[src/rtl/tof_pkg.sv]
// tof_pkg: shared state encoding and default sizing for the time-of-flight meter
package tof_pkg;
    localparam int CNT_W        = 16;
    localparam int BLANK_CYCLES = 8;
    localparam int TIMEOUT      = 1000;
    typedef enum logic [1:0] {IDLE, BLANK, MEASURE, DONE} tof_state_t;
endpackage

[src/rtl/tof_counter.sv]
// tof_counter: cycle up-counter with synchronous clear/enable and an equality compare
module tof_counter #(
    parameter int CNT_W = 16
) (
    input  logic             clk,
    input  logic             clear,
    input  logic             en,
    input  logic [CNT_W-1:0] cmp,
    output logic [CNT_W-1:0] count,
    output logic             count_eq
);
    // clear wins over enable so a reset or new launch always restarts from zero
    always_ff @(posedge clk) begin
        if (clear)
            count <= '0;
        else if (en)
            count <= count + 1'b1;
    end
    assign count_eq = (count == cmp);
endmodule

[src/rtl/tof_meter.sv]
// tof_meter: measures cycles from start to the first unblanked correlator peak
module tof_meter #(
    parameter int CNT_W        = tof_pkg::CNT_W,
    parameter int BLANK_CYCLES = tof_pkg::BLANK_CYCLES,
    parameter int TIMEOUT      = tof_pkg::TIMEOUT
) (
    input  logic             clk,
    input  logic             Rst,
    input  logic             start,
    input  logic             peak_found,
    output logic             busy,
    output logic             result_valid,
    input  logic             result_ready,
    output logic [CNT_W-1:0] tof,
    output logic             timeout
);
    import tof_pkg::*;
    tof_state_t       state, state_nxt;
    logic [CNT_W-1:0] count, cmp;
    logic             count_eq, launch, capture;
    // count holds N-1 before edge N, so boundaries compare one below and tof is count+1
    assign launch  = (state == IDLE) && start;
    assign capture = (state == MEASURE) && (peak_found || count_eq);
    assign cmp     = (state == BLANK) ? CNT_W'(BLANK_CYCLES - 1) : CNT_W'(TIMEOUT - 1);
    tof_counter #(.CNT_W(CNT_W)) u_counter (
        .clk      (clk),
        .clear    (Rst || launch),
        .en       ((state == BLANK) || (state == MEASURE)),
        .cmp      (cmp),
        .count    (count),
        .count_eq (count_eq)
    );
    // state register
    always_ff @(posedge clk) begin
        if (Rst)
            state <= IDLE;
        else
            state <= state_nxt;
    end
    // next-state: blanking, then measuring until a peak or the timeout boundary
    always_comb begin
        state_nxt = state;
        case (state)
            IDLE:    state_nxt = start ? BLANK : IDLE;
            BLANK:   state_nxt = count_eq ? MEASURE : BLANK;
            MEASURE: state_nxt = capture ? DONE : MEASURE;
            DONE:    state_nxt = result_ready ? IDLE : DONE;
            default: state_nxt = IDLE;
        endcase
    end
    // registered outputs; a peak on the timeout edge still counts as a real echo
    always_ff @(posedge clk) begin
        if (Rst) begin
            busy         <= 1'b0;
            result_valid <= 1'b0;
            tof          <= '0;
            timeout      <= 1'b0;
        end else begin
            if (launch)
                busy <= 1'b1;
            if (capture) begin
                busy         <= 1'b0;
                result_valid <= 1'b1;
                tof          <= count + 1'b1;
                timeout      <= !peak_found;
            end
            if ((state == DONE) && result_ready)
                result_valid <= 1'b0;
        end
    end
endmodule

[config.mk]
export PLATFORM = sky130hd
export DESIGN_NAME = tof_meter
export DESIGN_NICKNAME = d
export VERILOG_FILES = /design/src/rtl/tof_pkg.sv /design/src/rtl/tof_counter.sv /design/src/rtl/tof_meter.sv
export SDC_FILE = /design/constraint.sdc
export NUM_CORES = 1
export LEC_CHECK = 0
export ABC_AREA = 1
export BUFFER_PORTS_ARGS = -buffer_cell sky130_fd_sc_hd__buf_2
export CAP_MARGIN = 15
export CORE_UTILIZATION = 50
export DETAILED_ROUTE_END_ITERATION = 7
export GPL_ROUTABILITY_DRIVEN = 0
export PLACE_DENSITY = 0.77
export SYNTH_ARGS = -nofsm -noshare
export SYNTH_HDL_FRONTEND = slang
export SYNTH_HIERARCHICAL = 1
export SYNTH_SLANG_ARGS = --single-unit
[constraint.sdc]
create_clock -name clk -period 5.41 [get_ports clk]
set_input_delay 0.2705 -clock clk [delete_from_list [all_inputs] [get_ports clk]]
set_output_delay 0.2705 -clock clk [all_outputs]
set_load 0.005 [all_outputs]
==> qor.txt, run 1 <==
Iter 0 DRT Violations: 98
Final hold vios: 0
Most frequent cells in the layout: nand2_1 (84), nor2_1 (49), inv_1 (47)
Initial core utilization: 0.526
Crit-path most repeated cell: nand2_1
# diodes: 0
Max_cap viols: 0
Worst reg2reg path depth: 16
CP top delay family: simple AND/OR/NAND/NOR gates
Met3 wire length: 196 µm
Cell Area, Synth: 2310 µm²
Post-layout net count: 400
Pwr dens: 227 nW/µm²
IO buf count: 23
Post-DRT Antenna Nets: 0
CTS resizes: 0
Finished Layout Cells: 441
Clock buffer depth: 2
Postcts setup bufs: 0
Layout cell share with drive strength beyond 1: 0.152
Unique masters post-synth: 33
Vias in the first global route: 2136
H-Tree Depth: 2
FFs w/ async S/R, synth: 0
Drt first pass iters: 5
Worst-Skew Late Latency: 0.30 ns
Worst R2R End: tof[4]
Final period util: 0.507
Die ar.: 4890 µm²
R2r setup slk: 2.67 ns
Worst Setup EP: tof[4]
Highest routed layer: met4
Unrepaired setup endpoints after global routing: false
Chip Height: 69.9 µm
Slowest-stage cell, CP: nand2_1
Vias per cell: 4.97
Setup TNS: 0 ns
Final instance area: 2620 µm²
Top cells by area, synth: dfxtp_1 (32%), nand2_1 (14%), nor2_1 (8.0%)
Critical path fanouts, max: 20
Overall Power: 597 µW
Chip Width: 69.9 µm
Core footprint: 4380 µm²
Clk_skew: 0.00842 ns
Root buffer cell: clkbuf_8
Slew headroom: 0.602
Post-DP Area: 2490 µm²
YS warnings: 6
First-pass GRT wire length: 9140 µm
Yosys top cell by area: dfxtp_1
Site Rows: 24
CP Buf/Inv Count: 4
Crit path launch: state[1]
Hold-fix buffers, CTS: 0
Max VDD drop: 0.000106 V
Worst slew pin tran: 0.596 ns
Fin. max-slew vios: 0
Cells after Synth: 353
CP Launch Type: flip-flop
Required @ worst endpoint: 5.66 ns
Mean Syn Cell Area: 6.53 µm²
Crit path kind: flip-flop to flip-flop
Fill cell count: 411
Wire length on met2: 2460 µm
Min-delay worst type: input port to flip-flop
Critical path data arrival time: 2.99 ns
I/O pin count: 24
CTS tree: yes
GRT Total Usage: 0.234
Number of antenna violations at the first check in global routing: 0
Final wirelength: 5030 µm
Final setup vio count: 0
Residual DRC: 0
Critical Path End Type: flip-flop
Outcome: finished, final reports clean
Worst slack, placed: 2.79 ns
Worst stage delay on the critical path: 0.45 ns
Grt ovf: 0
Clk slew on worst S/H paths: 0.08 ns
# clock sinks: 37
CTS Buf Count: 5
Post-layout min period: 2.74 ns
Critical Path, Cell by Cell: inv_1, ha_1, inv_1, xnor2_1, nand2_1, nor2_1, nand2_1, nor2_1, nand2_1, nand2_1, inv_2, nor2_4, inv_1, a21oi_1, o21ai_0, nand2_1
Yosys reg bits: 37
Post-synth top area share: 0.321
Most common cell after layout, fill and taps aside: nand2_1
Post-route setup slack: 2.67 ns
Area growth, synth to finish: 13.8%
Largest net degree at the start of global routing: 21
Per-cell routed wire length: 11.4 µm
Register area share after synthesis: 0.321
Ys flop type: dfxtp_1
Leak: 0.00114 µW
FMAX: 365 MHz
Vias: 2193
Post-Place Cells: 433
Post-synth EDFFs: 0
CP Depth: 16
Post-DP HPWL: 3770 µm
Met1 wire length: 2260 µm
Reg2reg start: state[1]
[kinds of logic (layout without fill, tap and decap cells)]
kind of cell / after synthesis / after routing / share of synthesized area
compound gates: 41 / 41 / 0.0998
xor+xnor: 16 / 16 / 0.0608
other cells: 2 / 14 / 0.00326
simple gates: 190 / 190 / 0.372
flops: 37 / 37 / 0.321
fa+ha+maj: 7 / 7 / 0.0380
buf+inv: 60 / 84 / 0.105
[layer usage]
layer  vias up  track usage
met3         7       0.0534
met4         0       0.0911
met1       989        0.280
met2        40        0.405
li1       1157            -
met5         -            0
[report_power, final]
part           leakage, µW  internal [µW]  switching (µW)
Clock            0.0000681            183             101
Sequential        0.000299            274            3.32
Combinational     0.000771           13.0            21.7
Total              0.00114            470             126
[worst min-delay path by stage]
stage / start / to / slack, ns / cells after the start
finish: start / busy / 0.24 / 3
global route: start / busy / 0.24 / 3
CTS: start / busy / 0.24 / 3
detailed placement: tof[9] / tof[9] / 0.44 / 2
global placement: tof[9] / tof[9] / 0.44 / 2
floorplan: start / busy / 0.43 / 2
[sequential cells by signal, indices dropped and copies added, names as in the netlist]
register / flops
busy: 1
state: 2
result_valid: 1
tof: 16
u_counter/count: 16
timeout: 1
[metrics by stage]
| step | util | hold WS, ns |
|---|---|---|
| finish | 0.598 | 0.239 |
| global route | 0.598 | 0.245 |
| CTS | 0.598 | 0.237 |
| detailed placement | 0.568 | 0.438 |
| global placement | 0.568 | 0.436 |
| floorplan | - | 0.425 |
[layout make-up]
class                           count  area [µm²]  share of cell area
Multi-Input combinational cell    268        1370               0.522
Sequential cell                    37         741               0.282
Inverter                           53         200              0.0763
Timing Repair Buffer               23         115              0.0439
Clock buffer                        5        68.8              0.0262
Clock inverter                      3        65.1              0.0248
Tap cell                           52        65.1              0.0248
[tightest hold or removal path: stages]
cell and delay [ns]:
buf_2 0.10, a21oi_1 0.06, nor2_1 0.08
[Yosys cell counts (2+ instances only)]
| library cell | count |
|---|---|
| nand4_1 | 6 |
| xor2_1 | 2 |
| inv_2 | 4 |
| conb_1 | 2 |
| inv_1 | 47 |
| xnor2_1 | 14 |
| ha_1 | 7 |
| buf_2 | 3 |
| nand3_1 | 26 |
| nand2_1 | 84 |
| a21oi_1 | 13 |
| buf_4 | 3 |
| dfxtp_1 | 37 |
| nor2_1 | 49 |
| o21bai_1 | 2 |
| o21ai_0 | 16 |
| nor2_2 | 6 |
| nand3_2 | 3 |
| o21ai_1 | 4 |
| or2_2 | 2 |
| nand2_2 | 7 |
| nor2_4 | 5 |
No activity file was read; power rests on OpenSTA's default activity.
==> run 2, diff against run 1 <==
==> constraint.sdc (replaced) <==
create_clock -name clk -period 2.85 [get_ports clk]
set_input_delay 0.1425 -clock clk [delete_from_list [all_inputs] [get_ports clk]]
set_output_delay 0.1425 -clock clk [all_outputs]
set_load 0.005 [all_outputs]
==> run 2 against run 1 <==
  * Maximum frequency rose by 21%
  * Clock skew shrank 0.0017 ns
  * Sequential share of layout area increased by 0.11 points
  * Core utilization fell by 0.23 points
  * Largest cell class unchanged
  * Highest routed layer unchanged
==> qor.txt, run 2 (synthesis gave the netlist of run 1 again) <==
Postcts setup bufs: 0 (unchanged)
Worst R2R End: tof[4]
CTS resizes: 0 (unchanged)
First-pass GRT wire length: 8830 µm (-3.3%)
Drt first pass iters: 4 (-1)
Critical path fanouts, max: 6 (-70%)
Final setup vio count: 0 (unchanged)
Clock buffer depth: 2 (unchanged)
Most common cell after layout, fill and taps aside: nand2_1
CTS Buf Count: 5 (unchanged)
Vias in the first global route: 2025 (-5.2%)
H-Tree Depth: 2 (unchanged)
Leak: 0.00114 µW (+0.31%)
GRT Total Usage: 0.226 (-0.00799)
Critical Path, Cell by Cell: inv_1, ha_1, inv_1, xnor2_1, nand2_1, nor2_1, nand2_1, nor2_1, nand2_1, nand2_1, inv_2, nor2_4, inv_1, a21oi_1, o21ai_0, nand2_1
Outcome: finished, final reports clean
Clk slew on worst S/H paths: 0.07 ns (about the same)
Area growth, synth to finish: 13.3%
Min-delay worst type: input port to flip-flop
Overall Power: 962 µW (+61%)
Fin. max-slew vios: 0 (unchanged)
# clock sinks: 37 (unchanged)
Iter 0 DRT Violations: 92 (-6.1%)
Vias per cell: 4.89 (-1.7%)
Grt ovf: 0 (unchanged)
Critical Path End Type: flip-flop
Post-layout net count: 405 (+1.3%)
Final period util: 0.794 (+0.287)
Post-route setup slack: 0.588 ns (-2.08 ns)
Residual DRC: 0 (unchanged)
Worst stage delay on the critical path: 0.37 ns (-0.08 ns)
Worst-Skew Late Latency: 0.29 ns (about the same)
Per-cell routed wire length: 11.1 µm (-2.3%)
CP Launch Type: flip-flop
CP top delay family: simple AND/OR/NAND/NOR gates
Hold-fix buffers, CTS: 0 (unchanged)
IO buf count: 23 (unchanged)
Hold Slack: 0.135 ns (-0.104 ns)
Clk_skew: 0.00673 ns (-0.00170 ns)
Vias: 2176 (-0.78%)
Slowest-stage cell, CP: dfxtp_1
Root buffer cell: clkbuf_8
Post-DRT Antenna Nets: 0 (unchanged)
Unrepaired setup endpoints after global routing: false
Chip Height: 69.9 µm (unchanged)
Worst Setup EP: tof[4]
Crit path launch: state[1]
Worst reg2reg path depth: 16 (unchanged)
Crit path kind: flip-flop to flip-flop
R2r setup slk: 0.59 ns (-2.08 ns)
Post-Place Cells: 438 (+1.2%)
CP Depth: 16 (unchanged)
Biggest regs: tof: 16 flops, u_counter/count: 16 flops, state: 2 flops
Largest net degree at the start of global routing: 20 (-4.8%)
Fill cell count: 428 (+4.1%)
Layout cell share with drive strength beyond 1: 0.158 (+0.00609)
Post-layout min period: 2.26 ns (-0.481 ns)
Pwr dens: 368 nW/µm² (+62%)
# diodes: 0 (unchanged)
FMAX: 442 MHz (+21%)
Final hold vios: 0 (unchanged)
I/O pin count: 24 (unchanged)
Die ar.: 4890 µm² (unchanged)
Critical path data arrival time: 2.50 ns (-0.49 ns)
Core footprint: 4380 µm² (unchanged)
Number of antenna violations at the first check in global routing: 0 (unchanged)
Max VDD drop: 0.000230 V (+120%)
Most frequent cells in the layout: nand2_1 (84), nor2_1 (49), inv_1 (47)
Required @ worst endpoint: 3.08 ns (-2.58 ns)
Crit-path most repeated cell: nand2_1
Post-DP HPWL: 3710 µm (-1.5%)
Worst slack, placed: 0.639 ns (-2.15 ns)
Final wirelength: 4960 µm (-1.4%)
Max_cap viols: 0 (unchanged)
Reg2reg start: state[1]
Chip Width: 69.9 µm (unchanged)
CP Buf/Inv Count: 4 (unchanged)
Setup TNS: 0 ns (unchanged)
CTS tree: yes
Finished Layout Cells: 445 (+0.91%)
Site Rows: 24 (unchanged)
Initial core utilization: 0.526 (unchanged)
[run 2: area by class of cell]
cell class              count  area (µm²)  share of cell area
clock buffers               7        86.3              0.0330
inverters                  53         200              0.0766
multi-input cells         268        1370               0.524
flip-flops and latches     37         741               0.283
well taps                  52        65.1              0.0249
repair buffers             28         153              0.0584
[run 2: worst min path at each step]
stage | from | end | slack (ns) | depth (start not counted)
floorplan | start | busy | 0.30 | 2
global placement | start | busy | 0.41 | 3
global route | start | busy | 0.16 | 3
finish | start | busy | 0.14 | 3
detailed placement | start | busy | 0.44 | 3
CTS | start | busy | 0.13 | 3
[run 2: worst register-to-register path, cell delays in order (launching register included)]
cell and delay [ns]:
dfxtp_1 0.37, inv_1 0.09, ha_1 0.20, inv_1 0.21
xnor2_1 0.16, nand2_1 0.08, nor2_1 0.11, nand2_1 0.06
nor2_1 0.15, nand2_1 0.07, nand2_1 0.09, inv_2 0.07
nor2_4 0.15, inv_1 0.09, a21oi_1 0.12, o21ai_0 0.12
nand2_1 0.09
[run 2: per-layer routing]
layer / vias up / global-route usage / routed length [µm]
li1: 1162 / - / -
met1: 968 / 0.274 / 2380
met2: 39 / 0.388 / 2340
met3: 7 / 0.0505 / 183
met4: 0 / 0.0867 / 61
met5: - / 0 / 0
[run 2: per-stage QoR]
stage	area, µm²	utilization
finish	2610	0.596
global route	2610	0.596
CTS	2610	0.596
detailed placement	2530	0.576
global placement	2530	0.576
floorplan	2350	-
[run 2: power by group]
part	internal [µW]	switching, µW	leakage [µW]
combinational	24.6	39.8	0.000799
sequential	521	6.44	0.000299
clock	192	178	0.0000443
==> run 3, diff against run 2 <==
==> constraint.sdc (replaced) <==
create_clock -name clk -period 2.2 [get_ports clk]
set_input_delay 0.11 -clock clk [delete_from_list [all_inputs] [get_ports clk]]
set_output_delay 0.11 -clock clk [all_outputs]
set_load 0.005 [all_outputs]
==> run 3 against run 2 <==
  * Hold slack worse by 0.023 ns
  * Largest power group unchanged
  * Final area up 3.3%
  * Flip-flop and latch count stayed put
  * Wire length up 8.4%
  * Combinational power rose by 57%
  * Worst setup slack lost 0.40 ns
  * First-iteration DRC count grew 15%
==> qor.txt, run 3 (synthesis gave the netlist of run 1 again) <==
Outcome: finished, final reports clean
FMAX: 497 MHz (+12%)
Vias in the first global route: 2130 (+5.2%)
Post-Place Cells: 444 (+1.4%)
Iter 0 DRT Violations: 106 (+15%)
Slowest-stage cell, CP: dfxtp_2
Hold-fix buffers, CTS: 0 (unchanged)
Clock buffer depth: 2 (unchanged)
Final period util: 0.915 (+0.121)
Worst-Skew Late Latency: 0.28 ns (about the same)
Max VDD drop: 0.000194 V (-16%)
Crit-path most repeated cell: nand2_1
CTS Buf Count: 5 (unchanged)
Leak: 0.00119 µW (+4.6%)
Largest net degree at the start of global routing: 17 (-15%)
First-pass GRT wire length: 9100 µm (+3.0%)
# clock sinks: 37 (unchanged)
Die ar.: 4890 µm² (unchanged)
Seq pwr share: 0.542 (-0.006)
GRT Total Usage: 0.230 (+0.00373)
Per-cell routed wire length: 11.8 µm (+6.3%)
Layout cell share with drive strength beyond 1: 0.194 (+0.0363)
IO buf count: 23 (unchanged)
Fill cell count: 402 (-6.1%)
Clk slew on worst S/H paths: 0.07 ns (about the same)
Min-delay worst type: input port to flip-flop
Clock share of power: 0.378 (-0.007)
Residual DRC: 0 (unchanged)
Chip Width: 69.9 µm (unchanged)
Drt first pass iters: 4 (unchanged)
# diodes: 0 (unchanged)
Overall Power: 1250 µW (+30%)
Grt ovf: 0 (unchanged)
Sw Pwr: 291 µW (+30%)
Post-layout net count: 414 (+2.2%)
Critical Path, Cell by Cell: inv_1, ha_2, inv_4, xnor2_1, nand2_1, nor2_1, nand2_1, nor2_2, nand2_1, nand2_2, inv_2, nor2_4, inv_1, a21oi_1, o21ai_1, nand2_1
Critical Path End Type: flip-flop
Number of antenna violations at the first check in global routing: 0 (unchanged)
Core footprint: 4380 µm² (unchanged)
Vias: 2252 (+3.5%)
Clk_skew: 0.00533 ns (-0.00140 ns)
Post-DP HPWL: 4160 µm (+12%)
Critical path fanouts, max: 6 (unchanged)
Switching share of power: 0.232 (-0.00127)
Most frequent cells in the layout: nand2_1 (83), nor2_1 (48), inv_1 (45)
Gate power share: 0.081 (+0.014)
Chip Height: 69.9 µm (unchanged)
I/O pin count: 24 (unchanged)
Worst stage delay on the critical path: 0.33 ns (-0.04 ns)
Biggest regs: tof: 16 flops, u_counter/count: 16 flops, state: 2 flops
Required @ worst endpoint: 2.43 ns (-0.65 ns)
Critical path data arrival time: 2.24 ns (-0.26 ns)
H-Tree Depth: 2 (unchanged)
Site Rows: 24 (unchanged)
CP Launch Type: flip-flop
Most common cell after layout, fill and taps aside: nand2_1
Finished Layout Cells: 454 (+2.0%)
Root buffer cell: clkbuf_8
Post-DRT Antenna Nets: 0 (unchanged)
Initial core utilization: 0.526 (unchanged)
Final wirelength: 5380 µm (+8.4%)
Max_cap viols: 0 (unchanged)
Vias per cell: 4.96 (+1.4%)
Final setup vio count: 0 (unchanged)
Crit path kind: flip-flop to flip-flop
Cell Int Power: 963 µW (+31%)
CTS tree: yes
Post-layout min period: 2.01 ns (-0.250 ns)
Fin. max-slew vios: 0 (unchanged)
Final hold vios: 0 (unchanged)
Pwr dens: 464 nW/µm² (+26%)
Area growth, synth to finish: 17.1%
[run 3: power groups by stage]
| stage | Sequential, µW | Combinational [µW] | Clock [µW] |
|---|---|---|---|
| floorplan | 697 | 65.2 | 0 |
| global placement | 694 | 90.7 | 0 |
| detailed placement | 694 | 93.6 | 0 |
| CTS | 679 | 94.4 | 490 |
| global route | 679 | 113 | 516 |
| finish | 679 | 101 | 473 |
[run 3: final timing paths]
path | startpoint | to | slack [ns] | cells after the start
setup reg to reg | state[1] | tof[4] | 0.19 | 16
hold reg to reg | tof[4] | tof[4] | 0.45 | 2
setup / recovery | state[1] | tof[4] | 0.19 | 16
hold / removal | start | busy | 0.11 | 3
[run 3: per-stage QoR]
step                utilization  TNS, ns  setup slack [ns]  hold slack, ns  cell area (µm²)
floorplan                     -        0             0.180           0.265             2350
global placement          0.587        0             0.101           0.381             2570
detailed placement        0.587  -0.0403           -0.0311           0.399             2570
CTS                       0.606        0            0.0392           0.102             2660
global route              0.616  -0.0289           -0.0289           0.131             2700
finish                    0.616        0             0.188           0.112             2700
[run 3: timing repair]
item | in CTS | in global routing
setup buffers | 0 | 3
pin swaps | 0 | 2
resized for setup | 1 | 9
endpoints found under the setup margin | 4 | 15
hold endpoints to repair | 0 | 0
[run 3: per-layer routing]
layer | wire (µm) | GRT usage | vias up
met5 | 0 | 0 | -
met4 | 87 | 0.0867 | 0
met3 | 249 | 0.0433 | 11
met2 | 2620 | 0.395 | 51
met1 | 2420 | 0.284 | 1004
li1 | - | - | 1186
[run 3: area by class of cell]
class                   count  area (µm²)  area share
flip-flops and latches     37         742       0.275
multi-input cells         268        1380       0.513
repair buffers             37         220      0.0816
well taps                  52        65.1      0.0241
clock buffers               7        86.3      0.0320
inverters                  53         203      0.0751
[run 3: worst max-delay path, delay by kind of cell (launching register included)]
family / cells / cell delay [ns]
AO/OA/AOI/OAI: 2 / 0.18
XOR/XNOR: 1 / 0.14
adder cells (fa/ha/maj): 1 / 0.22
buffers and inverters: 4 / 0.33
flip-flops: 1 / 0.33
AND/OR/NAND/NOR: 8 / 0.75
